### src/rtl/hit_pkg.sv
// rtl/hit_pkg.sv - shared types and helpers for the hit-point/normal join
package hit_pkg;

  localparam int SIZE = 64;

  typedef logic [2:0][SIZE-1:0] vec3_t;

  typedef struct packed {
    vec3_t normal;
    vec3_t point;
    logic  invalid;
  } hit_rec_t;

  localparam logic [15:0] DROP_MAX = 16'hFFFF;

  function automatic logic [15:0] sat_inc16(input logic [15:0] v);
    return (v == DROP_MAX) ? v : v + 16'd1;
  endfunction

endpackage

### src/rtl/sync_fifo.sv
// rtl/sync_fifo.sv - show-ahead FIFO with extra-bit binary pointers for full/empty
module sync_fifo #(
  parameter int WIDTH = 8,
  parameter int DEPTH = 8
) (
  input  logic             clk,
  input  logic             rst_n,
  input  logic             wr_en,
  input  logic [WIDTH-1:0] wr_data,
  output logic             full,
  input  logic             rd_en,
  output logic [WIDTH-1:0] rd_data,
  output logic             empty
);

  localparam int AW = $clog2(DEPTH);
  localparam logic [AW:0] PTR_ONE = (AW+1)'(1);

  logic [WIDTH-1:0] mem_q [DEPTH];
  logic [AW:0]      wr_ptr_q, wr_ptr_d;
  logic [AW:0]      rd_ptr_q, rd_ptr_d;
  logic             do_wr, do_rd;

  always_comb begin
    full     = (wr_ptr_q[AW] != rd_ptr_q[AW]) && (wr_ptr_q[AW-1:0] == rd_ptr_q[AW-1:0]);
    empty    = (wr_ptr_q == rd_ptr_q);
    do_wr    = wr_en && !full;
    do_rd    = rd_en && !empty;
    wr_ptr_d = do_wr ? wr_ptr_q + PTR_ONE : wr_ptr_q;
    rd_ptr_d = do_rd ? rd_ptr_q + PTR_ONE : rd_ptr_q;
  end

  assign rd_data = mem_q[rd_ptr_q[AW-1:0]];

  // Storage carries no reset; only the pointers define what is valid.
  always_ff @(posedge clk) begin
    if (do_wr) begin
      mem_q[wr_ptr_q[AW-1:0]] <= wr_data;
    end
  end

  always_ff @(posedge clk or negedge rst_n) begin
    if (!rst_n) begin
      wr_ptr_q <= '0;
      rd_ptr_q <= '0;
    end else begin
      wr_ptr_q <= wr_ptr_d;
      rd_ptr_q <= rd_ptr_d;
    end
  end

endmodule

### src/rtl/hit_join.sv
// rtl/hit_join.sv - pairs hit-point and normal streams into shading records
// and tracks issue credits so the upstream issuer never overruns the join FIFOs.
module hit_join #(
  parameter int SIZE         = 64,
  parameter int DEPTH        = 8,
  parameter int MAX_INFLIGHT = 8,
  parameter int DROP_INVALID = 0
) (
  input  logic                               aclk,
  input  logic                               aresetn,
  input  logic                               issue_fire,
  output logic                               issue_ok,
  output logic [$clog2(MAX_INFLIGHT+1)-1:0]  inflight,
  input  logic [2:0][SIZE-1:0]               hp_axis_tdata,
  input  logic                               hp_axis_invalid,
  input  logic                               hp_axis_tvalid,
  output logic                               hp_axis_tready,
  input  logic [2:0][SIZE-1:0]               nrm_axis_tdata,
  input  logic                               nrm_axis_tvalid,
  output logic                               nrm_axis_tready,
  output logic [5:0][SIZE-1:0]               hit_axis_tdata,
  output logic                               hit_axis_tinvalid,
  output logic                               hit_axis_tvalid,
  input  logic                               hit_axis_tready,
  output logic [15:0]                        drop_count,
  output logic                               overflow_err
);

  import hit_pkg::*;

  localparam int PW = 3*SIZE + 1;
  localparam int NW = 3*SIZE;
  localparam int IW = $clog2(MAX_INFLIGHT+1);
  localparam logic [IW-1:0] INF_MAX = IW'(MAX_INFLIGHT);
  localparam logic [IW-1:0] INF_ONE = IW'(1);

  logic          p_full, p_empty, n_full, n_empty;
  logic [PW-1:0] p_head;
  logic [NW-1:0] n_head;
  logic          head_invalid, pair_avail, can_load;
  logic          drop, emit, pop, fire_ok, dec;

  logic [5:0][SIZE-1:0] data_q, data_d;
  logic                 tvalid_q, tvalid_d;
  logic                 tinvalid_q, tinvalid_d;
  logic [IW-1:0]        inflight_q, inflight_d;
  logic [15:0]          drop_cnt_q, drop_cnt_d;
  logic                 ovf_q, ovf_d;

  sync_fifo #(.WIDTH(PW), .DEPTH(DEPTH)) u_p_fifo (
    .clk     (aclk),
    .rst_n   (aresetn),
    .wr_en   (hp_axis_tvalid),
    .wr_data ({hp_axis_invalid, hp_axis_tdata}),
    .full    (p_full),
    .rd_en   (pop),
    .rd_data (p_head),
    .empty   (p_empty)
  );

  sync_fifo #(.WIDTH(NW), .DEPTH(DEPTH)) u_n_fifo (
    .clk     (aclk),
    .rst_n   (aresetn),
    .wr_en   (nrm_axis_tvalid),
    .wr_data (nrm_axis_tdata),
    .full    (n_full),
    .rd_en   (pop),
    .rd_data (n_head),
    .empty   (n_empty)
  );

  assign hp_axis_tready  = !p_full;
  assign nrm_axis_tready = !n_full;
  assign issue_ok        = (inflight_q < INF_MAX);

  always_comb begin
    head_invalid = p_head[PW-1];
    pair_avail   = !p_empty && !n_empty;
    can_load     = !tvalid_q || hit_axis_tready;
    // Dropping does not need the output register, so it proceeds under stall.
    drop         = (DROP_INVALID != 0) && pair_avail && head_invalid;
    emit         = pair_avail && !drop && can_load;
    pop          = emit || drop;
    fire_ok      = issue_fire && issue_ok;
    dec          = pop && (inflight_q != '0);

    data_d     = data_q;
    tinvalid_d = tinvalid_q;
    tvalid_d   = tvalid_q;
    if (emit) begin
      data_d     = {n_head, p_head[PW-2:0]};
      tinvalid_d = head_invalid;
      tvalid_d   = 1'b1;
    end else if (hit_axis_tready) begin
      tvalid_d = 1'b0;
    end

    case ({fire_ok, dec})
      2'b10:   inflight_d = inflight_q + INF_ONE;
      2'b01:   inflight_d = inflight_q - INF_ONE;
      default: inflight_d = inflight_q;
    endcase

    ovf_d      = ovf_q || (issue_fire && !issue_ok) || (pop && (inflight_q == '0));
    drop_cnt_d = drop ? sat_inc16(drop_cnt_q) : drop_cnt_q;
  end

  always_ff @(posedge aclk or negedge aresetn) begin
    if (!aresetn) begin
      data_q     <= '0;
      tvalid_q   <= 1'b0;
      tinvalid_q <= 1'b0;
      inflight_q <= '0;
      drop_cnt_q <= '0;
      ovf_q      <= 1'b0;
    end else begin
      data_q     <= data_d;
      tvalid_q   <= tvalid_d;
      tinvalid_q <= tinvalid_d;
      inflight_q <= inflight_d;
      drop_cnt_q <= drop_cnt_d;
      ovf_q      <= ovf_d;
    end
  end

  assign hit_axis_tdata    = data_q;
  assign hit_axis_tvalid   = tvalid_q;
  assign hit_axis_tinvalid = tinvalid_q;
  assign inflight          = inflight_q;
  assign drop_count        = drop_cnt_q;
  assign overflow_err      = ovf_q;

endmodule

### config.mk
export PLATFORM = sky130hd
export DESIGN_NAME = hit_join
export DESIGN_NICKNAME = d
export VERILOG_FILES = /design/src/rtl/hit_pkg.sv /design/src/rtl/sync_fifo.sv /design/src/rtl/hit_join.sv
export SDC_FILE = /design/constraint.sdc
export NUM_CORES = 2
export LEC_CHECK = 0
export ABC_AREA = 1
export BUFFER_PORTS_ARGS = -buffer_cell sky130_fd_sc_hd__buf_2
export CORE_ASPECT_RATIO = 1.2
export CORE_MARGIN = 5
export CORE_UTILIZATION = 25
export CTS_CLUSTER_DIAMETER = 60
export DETAILED_ROUTE_END_ITERATION = 10
export PLACE_DENSITY = 0.35
export SLEW_MARGIN = 20
export SYNTH_ARGS = -nofsm -noshare
export SYNTH_HDL_FRONTEND = slang
export SYNTH_SLANG_ARGS = --single-unit
### constraint.sdc
create_clock -name aclk -period 17.16 [get_ports aclk]
set_input_delay 3.432 -clock aclk [delete_from_list [all_inputs] [get_ports aclk]]
set_output_delay 3.432 -clock aclk [all_outputs]
set_load 0.01 [all_outputs]
==> Yosys cells after proc, flatten, opt, wreduce, memory -nomap -nowiden <==
Memory sizes are Yosys's and may differ from the RTL's. A register that Yosys moved wholly into a read port is not among the register bits.
Index checks and enable logic that the tools add are counted.
{ "totals": {"regBits": 22, "ramBits": 3080, "inputBits": 391, "out_inout_bits": 410, "word_cells": 58, "n_memories": 2} }
{ "mem_list": {"columns": ["memory", "words", "width", "read_ports", "rd_clocked_by_memory_dff", "write_ports", "line", "rtl"], "rows": [
  ["u_p_fifo.mem_q", 8, 193, 1, 1, 1, "sync_fifo.sv:19", "logic [WIDTH-1:0] mem_q [DEPTH];"],
  ["u_n_fifo.mem_q", 8, 192, 1, 1, 1, "sync_fifo.sv:19", null]
]} }
{ "op_classes": {"add_sub_neg": 6, "n_lt_le_gt_ge": 1, "n_eq_ne": 8, "n_mux": 7, "reduce_logical": 27} }
{ "ops": {"columns": ["operator", "n"], "rows": [
  ["4-bit by 1-bit adder with 4-bit output (second input constant)", 5],
  ["1-bit logical AND", 12],
  ["4-bit == test", 2],
  ["1-bit zero test", 8],
  ["4-bit one-hot mux with 2 select lines", 1],
  ["3-bit == test", 2],
  ["1-bit 2-to-1 mux", 6],
  ["4-bit zero test", 1],
  ["4-bit < comparator (second input constant)", 1],
  ["2-bit nonzero test", 2],
  ["4-bit nonzero test", 1],
  ["4-bit by 1-bit subtractor with 4-bit output (second input constant)", 1],
  ["1-bit logical OR", 3],
  ["2-bit by 1-bit == test with 1-bit output (second input constant)", 1],
  ["2-bit == test (second input constant)", 1],
  ["1-bit != test", 2]
]} }

==> Logic depth before layout (Yosys ltp) <==
{ "logic_depth": {"word_depth": 7, "depth_mapped": 18} }

==> Cells and area by module <==
Synthesis repeated with hierarchy kept, for this count alone.
{ "hier_totals": {"hier_cells": 10557, "hier_area_um2": 134149.9} }
{ "modules_own_cells": {"columns": ["mod", "n_inst", "cells_per_inst", "area_per_inst_um2", "seq_area_each_um2"], "rows": [
  ["sync_fifo (u_p_fifo)", 1, 4442, 59722.3, 46564.7],
  ["sync_fifo (u_n_fifo)", 1, 4421, 59388.2, 46324.4],
  ["hit_join", 1, 1694, 15039.4, 9784.4]
]} }

==> Worst setup path after synthesis <==
Ideal clock, no wire load.
{ "synth_timing": {"path_kind": "input to register", "from": "input hp_axis_tvalid", "to": "memory u_p_fifo.mem_q[3][0] in the netlist's numbering, enable pin", "t_arrival_ns": 16.609, "required_ns": 16.176, "setup_slack_ns": -0.433, "cell_stages": 2, "n_path_buf": 0, "cell_sequence": "nand2_1 -> nor3_1"} }
{ "synth_between": {"elab_chain_len": 3} }
{ "synth_rtl": {"columns": ["element", "line", "rtl"], "rows": [
  ["from (decl)", "hit_join.sv:16", "input logic hp_axis_tvalid,"],
  ["1-bit logical AND", "sync_fifo.sv:27", "do_wr = wr_en && !full;"],
  ["1-bit 2-to-1 mux", "sync_fifo.sv:37", "if (do_wr) begin"],
  ["1-bit 2-to-1 mux (implied by the code)", "sync_fifo.sv:38", "mem_q[wr_ptr_q[AW-1:0]] <= wr_data;"],
  ["to (decl)", "sync_fifo.sv:19", null]
]} }
No other way between the ends.

==> Final worst setup path <==
{ "layout_timing": {"from": "register u_p_fifo.rd_ptr_q[0]", "to": "output hp_axis_tready"} }
{ "layout_between": {"elab_chain_len": 3} }
{ "layout_rtl": {"columns": ["element", "line", "rtl"], "rows": [
  ["from (decl)", "sync_fifo.sv:21", "logic [AW:0] rd_ptr_q, rd_ptr_d;"],
  ["from (signal assigned)", "sync_fifo.sv:48", "rd_ptr_q <= rd_ptr_d;"],
  ["3-bit == test", "sync_fifo.sv:25", "full = (wr_ptr_q[AW] != rd_ptr_q[AW]) && (wr_ptr_q[AW-1:0] == rd_ptr_q[AW-1:0]);"],
  ["1-bit logical AND", "sync_fifo.sv:25", null],
  ["1-bit zero test", "hit_join.sv:72", "assign hp_axis_tready = !p_full;"],
  ["to (decl)", "hit_join.sv:17", "output logic hp_axis_tready,"]
]} }
No other way between the ends.

==> run metrics <==
status=completed; die width=692 um; gr usage total=between 10% and 20%; residual DRC count=0; syn_area_per_cell=11.5 um2; filler cell count=57,092; Area contributors post-synth=edfxtp_1 66%, nand2_1 11%, dfrtp_1 7.3%; unrepaired setup endpoints after global routing=no; max frequency=147 MHz; final setup margin=10.36 ns; Yosys top cell by area=edfxtp_1; I/O pins=approximately 800; flop-to-flop setup slack=about 11 ns; Worst path most repeated cell=nand2_1; final hold violation count=0; Netlist Area Pre-Place=around 140,000 um2; critical path's slowest cell=dfrtp_4; relative slew slack=between 20 and 30%; worst hold slack=0.471 ns; GR Util met2=24.8%; Worst Reg-to-Reg Cells=11; initial antenna violation count=198; total power=30.6 mW; Top Usage Layer GRT=met2; slew at the pin closest to its max-slew limit=roughly 1.1 ns; area of the multi-input gates=30,900 um2; Crit. End Element=primary output; Synth cell types=30; pin count of the biggest net entering global routing=161; CP peak stage delay=0.90 ns; CTS tree=done; buffers added on ports=784; Critical Path AT=3.37 ns; most frequent cell after synthesis=nand2_1; core box area=557,000 um2; cts hold-fix bufs=0; Pleak=64.3 nW; cell chain of the critical path=buf_4 > nand2_1 > nand2_1 > nor2_4 > nand2_1 > buf_2; Num CTS Buffers=422; total number of vias=87,109; ys flop type=edfxtp_1; initial core utilization=25.1%; Min-Delay Path Class=reg -> reg; CTS root buf=clkbuf_16; Synth async-reset ratio=a little under an eighth; hpwl dp=about 250,000 um; synth cell count leaders=3,962 x nand2_1, 3,080 x edfxtp_1, 1,556 x nor2_1, 804 x o21ai_0, 782 x inv_1; Setup Skew=0.0891 ns; max-slew violations=0; grt total ovfl=0; drt via density=4.23; Die Area=about 570,000 um2; Placer Congestion=between 0.7 and 0.8; Setup WS pre-CTS=9.69 ns; Chip Height=roughly 830 um; Setup TNS Final=0 ns; Worst-Skew Late Latency=0.99 ns; DR iter-0 viols=5,328; #FFs+latches synth=3,487; CP Class=reg -> out; Area growth, synth to finish=18.4%; Power Density=185 nW/um2; layout cells sized above 1=between 10% and 20%; nets=13,168; CTS Sinks=3,487; Post-CTS Setup Inserts=0; clock-pin slew on the worst setup and hold paths=roughly 0.060 ns; Post-Syn Instances=12,100; Setup crit start kind=flop; drt pass-1 iters=5; final period utilization=about two fifths; Post-synth EDFFs=a little over 3,000; H-tree levels=5; final WL=441,000 um; vias in the first global route=86,923; worst hold path depth=2; WP data required=13.73 ns; Post-CTS Resized=0; Critical Path Fanout Max=78; row count=300; met1 GRT Util=19.7%; WL/cell=21.4 um; Peak VDD IR=137 uV; Antenna Violating Nets Remaining=0; first-pass GRT wire length=around 640,000 um; Max-Cap Viols=0; met3 usage=3.20%; final setup vio count=0; Storage cell area=103,000 um2; Tmin final=6.80 ns; Max Buffers Root-to-Sink=4; Yosys top cell area share=66.2%; Ys Warns=0; sequential fraction of the synthesis area=73.5%
## kinds of logic after synthesis
group                    count (synthesis)  share of synthesized area (%)
AND/OR/NAND/NOR                       5554                           15.0
AO/OA/AOI/OAI                         1548                           6.87
XOR/XNOR                                11                         0.0690
buffers and inverters                 1492                           4.48
adder cells (fa/ha/maj)                  7                         0.0627
other                                    1                        0.00268
flip-flops                            3487                           73.5
## state kept, by name, indices dropped and copies added, names as in the netlist
name,cells
hit_axis_tdata,384
u_p_fifo.wr_ptr_q,4
u_n_fifo.wr_ptr_q,4
u_n_fifo.rd_ptr_q,4
u_n_fifo.mem_q,1536
inflight,4
u_p_fifo.rd_ptr_q,4
hit_axis_tvalid,1
overflow_err,1
u_p_fifo.mem_q,1544
hit_axis_tinvalid,1
## worst max-delay path, delay by kind of cell (launching register included)
family	cells	cell delay (ns)
and+or+nand+nor	4	0.47
buffers and inverters	2	1.00
DFF	1	0.90
## final timing paths
kind	start	to
setup / recovery	u_p_fifo.rd_ptr_q[0]$_DFFE_PN0P_	hp_axis_tready
min in group asynchronous	aresetn	hit_axis_tdata[9]$_DFFE_PN0P_
max in group asynchronous	aresetn	hit_axis_tdata[248]$_DFFE_PN0P_
hold reg to reg	hit_axis_tdata[360]$_DFFE_PN0P_	hit_axis_tdata[360]$_DFFE_PN0P_
hold / removal	hit_axis_tdata[360]$_DFFE_PN0P_	hit_axis_tdata[360]$_DFFE_PN0P_
setup reg to reg	u_p_fifo.rd_ptr_q[0]$_DFFE_PN0P_	u_p_fifo.mem_q[7][101]$_DFFE_PP_
## layout by cell type, fill, tap and decap left out, types with 10 or more instances in the layout
cell type      n
buf_2        783
nor2_4        11
diode_2       36
inv_8         11
clkbuf_16    437
inv_6         13
o211ai_1     739
nand2_1     3962
nor2_1      1546
nand3_1       13
buf_12        25
dfrtp_1      403
clkbuf_1     124
clkinv_2      42
edfxtp_1    3080
buf_4        122
clkinv_1      45
clkinv_16     10
clkbuf_8      51
bufinv_16     26
clkinvlp_4    15
conb_1        16
o21ai_0      804
inv_1        782
## power by group
part           switching [mW]  internal [mW]  leakage, nW  total [mW]
clock network            3.72           5.31         6.83        9.03
registers               0.578           10.9         33.0        11.5
logic                    7.42           2.65         24.5        10.1
## layer usage
metal,vias to the layer above,share of wire (%)
met5,-,0.16
met4,108,2.3
met3,716,5.3
met2,1656,47
met1,42430,45
li1,42199,-
## metrics by stage
step,util (%),cell area [um2],instances
6_report,29.7,165000,20570
5_1_grt,29.7,165000,20541
4_1_cts,29.7,165000,20534
3_5_place_dp,27.2,151000,19745
3_3_place_gp,27.2,151000,19745
2_1_floorplan,-,140000,12115
## final cells by class
type                    count  share of cell area (%)
diodes                     36                  0.0545
clock buffers             612                    7.32
clock inverters           177                    1.20
inverters                 792                    1.83
multi-input cells        7136                    18.7
flip-flops and latches   3487                    62.1
well taps                7399                    5.60
repair buffers            931                    3.23
Note: power is estimated with default switching activity, not from simulation.
